==> src/rtl/spi_subperipheral_pkg.sv <==
// Shared types and constants for the SPI subperipheral router and its data mux.
package spi_subperipheral_pkg;

  typedef enum logic [1:0] {
    ST_IDLE,
    ST_SELECTED,
    ST_UNMAPPED
  } spi_subperipheral_state_t;

  localparam logic [7:0] DEFAULT_ADDRESS_BASE  = 8'hDB;
  localparam logic [7:0] DEFAULT_UNMAPPED_DATA = 8'h00;

  // Index width for n channels; never narrower than one bit so n=1 still elaborates.
  function automatic int clog2_min1(input int n);
    return (n > 1) ? $clog2(n) : 1;
  endfunction

endpackage

==> src/rtl/spi_subperipheral_data_mux.sv <==
// Registered N:1 data/valid mux with an index, an enable and a constant-data override.
module spi_subperipheral_data_mux #(
  parameter int NUM_CHANNELS = 2,
  parameter int DATA_WIDTH = 8,
  parameter int INDEX_WIDTH = 1,
  parameter logic [DATA_WIDTH-1:0] OVERRIDE_DATA = '0
) (
  input  logic                               clock,
  input  logic                               reset_n,
  input  logic [NUM_CHANNELS*DATA_WIDTH-1:0] data_in,
  input  logic [NUM_CHANNELS-1:0]            data_in_valid,
  input  logic [INDEX_WIDTH-1:0]             index,
  input  logic                               enable,
  input  logic                               override,
  output logic [DATA_WIDTH-1:0]              data_out,
  output logic                               data_out_valid
);

  // Override wins over the selected channel; an out-of-range index reads as idle.
  always_ff @(posedge clock or negedge reset_n) begin
    if (!reset_n) begin
      data_out       <= '0;
      data_out_valid <= 1'b0;
    end else if (override) begin
      data_out       <= OVERRIDE_DATA;
      data_out_valid <= 1'b1;
    end else if (enable && (int'(index) < NUM_CHANNELS)) begin
      data_out       <= data_in[int'(index)*DATA_WIDTH +: DATA_WIDTH];
      data_out_valid <= data_in_valid[index];
    end else begin
      data_out       <= '0;
      data_out_valid <= 1'b0;
    end
  end

endmodule

==> src/rtl/spi_subperipheral_router.sv <==
// Registered router between the SPI register-address decode and N subperipherals:
// latches the address once per transaction, holds one-hot selection, reports unmapped hits.
module spi_subperipheral_router
  import spi_subperipheral_pkg::*;
#(
  parameter int NUM_SUBPERIPHERALS = 2,
  parameter logic [7:0] ADDRESS_BASE = DEFAULT_ADDRESS_BASE,
  parameter int DATA_WIDTH = 8,
  parameter logic [7:0] UNMAPPED_DATA = DEFAULT_UNMAPPED_DATA
) (
  input  logic                                     clock,
  input  logic                                     reset_n,
  input  logic [7:0]                               address_in,
  input  logic                                     address_in_valid,
  input  logic [NUM_SUBPERIPHERALS*DATA_WIDTH-1:0] subperipheral_data_in,
  input  logic [NUM_SUBPERIPHERALS-1:0]            subperipheral_data_in_valid,
  output logic [NUM_SUBPERIPHERALS-1:0]            subperipheral_enable_out,
  output logic [NUM_SUBPERIPHERALS-1:0]            subperipheral_start_out,
  output logic [DATA_WIDTH-1:0]                    peripheral_data_out,
  output logic                                     peripheral_data_out_valid,
  output logic                                     unmapped_access_out,
  output logic [7:0]                               unmapped_count_out
);

  localparam int IDX_W = clog2_min1(NUM_SUBPERIPHERALS);
  localparam int END_INT = int'(ADDRESS_BASE) + NUM_SUBPERIPHERALS;
  localparam logic [8:0] BASE_9 = {1'b0, ADDRESS_BASE};
  localparam logic [8:0] END_9 = 9'(END_INT);
  localparam logic [DATA_WIDTH-1:0] UNMAPPED_EXT = DATA_WIDTH'(UNMAPPED_DATA);

  if (END_INT > 256 || NUM_SUBPERIPHERALS < 1 || NUM_SUBPERIPHERALS > 16) begin : g_bad_params
    $fatal(1, "spi_subperipheral_router: address map exceeds 8 bits or channel count outside 1..16");
  end

  spi_subperipheral_state_t state_q, state_d;
  logic [IDX_W-1:0]              idx;
  logic [IDX_W-1:0]              new_idx;
  logic                          in_range;
  logic                          select_start;
  logic                          unmapped_start;
  logic [NUM_SUBPERIPHERALS-1:0] enable_d;
  logic [NUM_SUBPERIPHERALS-1:0] start_q;
  logic                          unmapped_q;
  logic [7:0]                    count_q;

  assign in_range       = ({1'b0, address_in} >= BASE_9) && ({1'b0, address_in} < END_9);
  assign new_idx        = IDX_W'(address_in - ADDRESS_BASE);
  assign select_start   = (state_q == ST_IDLE) && address_in_valid && in_range;
  assign unmapped_start = (state_q == ST_IDLE) && address_in_valid && !in_range;

  always_ff @(posedge clock or negedge reset_n) begin
    if (!reset_n) state_q <= ST_IDLE;
    else          state_q <= state_d;
  end

  always_comb begin
    state_d  = state_q;
    enable_d = '0;
    case (state_q)
      ST_IDLE: begin
        if (address_in_valid) state_d = in_range ? ST_SELECTED : ST_UNMAPPED;
      end
      ST_SELECTED: begin
        enable_d = NUM_SUBPERIPHERALS'(1) << idx;
        if (!address_in_valid) state_d = ST_IDLE;
      end
      ST_UNMAPPED: begin
        if (!address_in_valid) state_d = ST_IDLE;
      end
      default: state_d = ST_IDLE;
    endcase
  end

  // A single channel needs no index register: the selection is always channel 0.
  if (NUM_SUBPERIPHERALS == 1) begin : g_single
    assign idx = '0;
  end else begin : g_multi
    logic [IDX_W-1:0] idx_q;
    always_ff @(posedge clock or negedge reset_n) begin
      if (!reset_n)          idx_q <= '0;
      else if (select_start) idx_q <= new_idx;
    end
    assign idx = idx_q;
  end

  always_ff @(posedge clock or negedge reset_n) begin
    if (!reset_n) begin
      start_q    <= '0;
      unmapped_q <= 1'b0;
      count_q    <= '0;
    end else begin
      start_q    <= select_start ? (NUM_SUBPERIPHERALS'(1) << new_idx) : '0;
      unmapped_q <= unmapped_start;
      if (unmapped_start && (count_q != 8'hFF)) count_q <= count_q + 8'd1;
    end
  end

  spi_subperipheral_data_mux #(
    .NUM_CHANNELS (NUM_SUBPERIPHERALS),
    .DATA_WIDTH   (DATA_WIDTH),
    .INDEX_WIDTH  (IDX_W),
    .OVERRIDE_DATA(UNMAPPED_EXT)
  ) u_data_mux (
    .clock         (clock),
    .reset_n       (reset_n),
    .data_in       (subperipheral_data_in),
    .data_in_valid (subperipheral_data_in_valid),
    .index         (idx),
    .enable        (state_q == ST_SELECTED),
    .override      (state_q == ST_UNMAPPED),
    .data_out      (peripheral_data_out),
    .data_out_valid(peripheral_data_out_valid)
  );

  assign subperipheral_enable_out = enable_d;
  assign subperipheral_start_out  = start_q;
  assign unmapped_access_out      = unmapped_q;
  assign unmapped_count_out       = count_q;

endmodule
==> config.mk <==
export PLATFORM = sky130hd
export DESIGN_NAME = spi_subperipheral_router
export DESIGN_NICKNAME = d
export VERILOG_FILES = /design/src/rtl/spi_subperipheral_pkg.sv /design/src/rtl/spi_subperipheral_data_mux.sv /design/src/rtl/spi_subperipheral_router.sv
export SDC_FILE = /design/constraint.sdc
export NUM_CORES = 1
export LEC_CHECK = 0
export BUFFER_PORTS_ARGS = -buffer_cell sky130_fd_sc_hd__clkbuf_2
export CORE_AREA = 3 3 69 45
export DETAILED_ROUTE_END_ITERATION = 6
export DIE_AREA = 0 0 72 48
export GPL_ROUTABILITY_DRIVEN = 0
export PLACE_DENSITY = 0.74
export REMOVE_ABC_BUFFERS = 1
export SKIP_LAST_GASP = 1
export SLEW_MARGIN = 20
export SYNTH_ARGS = -nofsm -noshare
export SYNTH_HDL_FRONTEND = slang
export SYNTH_SLANG_ARGS = --single-unit
export TNS_END_PERCENT = 50
==> constraint.sdc <==
create_clock -name clock -period 3.8 [get_ports clock]
set_input_delay 0.19 -clock clock [delete_from_list [all_inputs] [get_ports clock]]
set_output_delay 0.19 -clock clock [all_outputs]
set_load 0.02 [all_outputs]
==> results.ini <==
[route]
wl_per_cell_um = 12.1
viasPerCell = 4.72
antenna_left = 0
routed_wl_um = 2220
drtIter0Drc = 31
drtPass1Iterations = 3
remaining_drc_errors = 0
vias = 863

[clock_tree]
cts_tree = built
clockBufferDepth = 2
cts.htree.levels = 1
clock-sinks = 23
numCtsBuffers = 3
cts-root-buf = clkbuf_8
clk_latency_ns = 0.27
post_cts.repair.setup_buffers = 0
path_clk_slew_ns = 0.08

[synthesis]
syn_inst = 98
ys_types = 25
ys_warn_count = 0
seq_area_frac_synth = 0.528
synth_seq_cells = 23
synth_area_um2 = 1090
syn_avg_cell_area_um2 = 11.1

[timing]
setup-violations-final = 0
relSlewSlack = 0.632
fin_crit_ns = 1.64
rsz0062_at_grt = no
hold_ws_ns = 0.118
skew_ns = 0.00178
tns_ns = 0
max_freq_mhz = 610
hold_viol = 0
slew_violations = 0
tightest_slew_ns = 0.552
post-route-period-util = 0.431

[grt]
grt_pass1_wl_um = 3640
grt_max_degree = 24
antenna_found_initial = 0
gr-total-overflow = 0
grt_usage = 0.139
first_global_vias = 857

[setup_path]
cp-end-kind = register
arrival_ns = 1.83
cp_max_fo = 4
rr_startpoint = state_q[0]
required_ns = 3.99
worstSetupStartpointType = register
setup.worst_path.start = state_q[0]
crit_type = reg -> reg

[cells_and_area]
area_growth_pct = 31.3
diodes = 0
nets = 185
layout.cells.most_common = clkbuf_2
layout_common_cells = clkbuf_2, dfrtp_1, nor2_1, nand2_1, mux2i_1
drive_above_1_share = 0.417
utilization = 0.571

[place]
dp_hpwl_um = 1810
io_buffers = 50

[floorplan]
fp-row-count = 14
die_h_um = 48
start_util = 0.435
ios = 51
coreArea_um2 = 2500
die_x_um = 72
die_area_um2 = 3460

[run_status]
status = finished clean

[power]
leakagePower_nw = 0.742
vdd_drop_max_v = 0.000190
powerDensity_nw_per_um2 = 538

[run]
drv_cap = 0

[worst_hold_path]
min_from = address_in[0]
hold_path_class = in -> reg

==> what timing repair did <==
item                      in CTS  in global routing
resized for setup              0                  0
hold buffers                   1                  0
hold endpoints to repair      23                  0
==> critical path: stages (launching register included) <==
cell and delay [ns]:
dfrtp_1 0.41, inv_1 0.09, ha_1 0.19, and2_1 0.20
o2111ai_1 0.17, nor4_1 0.31, xor2_1 0.19
==> where the power goes <==
group	internal [mW]	switching (mW)
combinational	0.116	0.150
clock	0.0742	0.0780
sequential	0.296	0.0558
total	0.486	0.284
==> sequential cells by signal, summed over array words and instances, names as in the netlist <==
register                   cells
u_data_mux.data_out            8
unmapped_count_out             8
state_q                        2
subperipheral_start_out        2
g_multi.idx_q                  1
u_data_mux.data_out_valid      1
unmapped_access_out            1
==> cell usage after synthesis <==
cell | instances | area, µm²
nor4_1 | 2 | 12.5
buf_1 | 1 | 3.75
xnor2_1 | 1 | 8.76
dfrtp_1 | 23 | 576
nand2b_1 | 2 | 12.5
inv_1 | 4 | 15.0
o31ai_1 | 1 | 7.51
nand4_1 | 1 | 6.26
nor2b_1 | 1 | 6.26
mux2_2 | 7 | 78.8
o21ai_0 | 3 | 15.0
and2_1 | 3 | 18.8
a211oi_4 | 1 | 20.0
or3b_4 | 1 | 11.3
o2111ai_1 | 1 | 8.76
nand2_1 | 9 | 33.8
ha_1 | 4 | 50.1
mux2i_1 | 8 | 80.1
nand3b_1 | 2 | 15.0
a21o_1 | 1 | 7.51
nor2_1 | 14 | 52.6
nor3_1 | 2 | 10.0
xor2_1 | 3 | 26.3
clkbuf_1 | 1 | 3.75
nand3_1 | 2 | 10.0
==> cell type report <==
type	instances	area, µm²
fillers	234	1070
flip-flops and latches	23	576
multi-input cells	69	492
repair buffers	51	260
clock buffers	3	41.3
well taps	32	40.0
inverters	4	15.0
clock inverters	1	7.51
==> layer usage <==
metal | global-route usage | part of all wire | up-vias
met5 | 0 | 0 | -
met4 | 0.0375 | 0.0094 | 0
met3 | 0.0419 | 0.048 | 3
met2 | 0.263 | 0.51 | 20
met1 | 0.159 | 0.43 | 405
li1 | - | - | 435
==> per-stage QoR <==
step / setup slack (ns) / instances / instance area [µm²] / total power, mW
detailed placement: 2.00 / 178 / 1370 / 0.625
global route: 2.04 / 183 / 1430 / 0.829
finish: 2.16 / 183 / 1430 / 0.770
CTS: 2.17 / 183 / 1430 / 0.781
global placement: 2.07 / 178 / 1370 / 0.611
floorplan: 2.27 / 96 / 1080 / 0.525
==> worst paths after layout <==
| check | to | slack [ns] | cells past startpoint |
|---|---|---|---|
| min | subperipheral_start_out[1] | 0.12 | 2 |
| max in group asynchronous | unmapped_count_out[5] | 3.00 | 2 |
| max reg2reg | unmapped_count_out[7] | 2.16 | 6 |
| min reg2reg | unmapped_count_out[0] | 0.52 | 1 |
| min in group asynchronous | unmapped_count_out[3] | 0.44 | 2 |
| max | unmapped_count_out[7] | 2.16 | 6 |
==> kinds of logic (layout without fill, tap and decap cells) <==
logic type      count (synthesis)  after routing  synth area share
compound gates                  7              7            0.0540
xor+xnor                        4              4            0.0322
fa+ha+maj                       4              4            0.0459
buf+inv                         6             59            0.0207
flops                          23             23             0.528
mux                            15             15             0.146
simple gates                   39             39             0.173
Note: power is estimated with default switching activity, not from simulation.
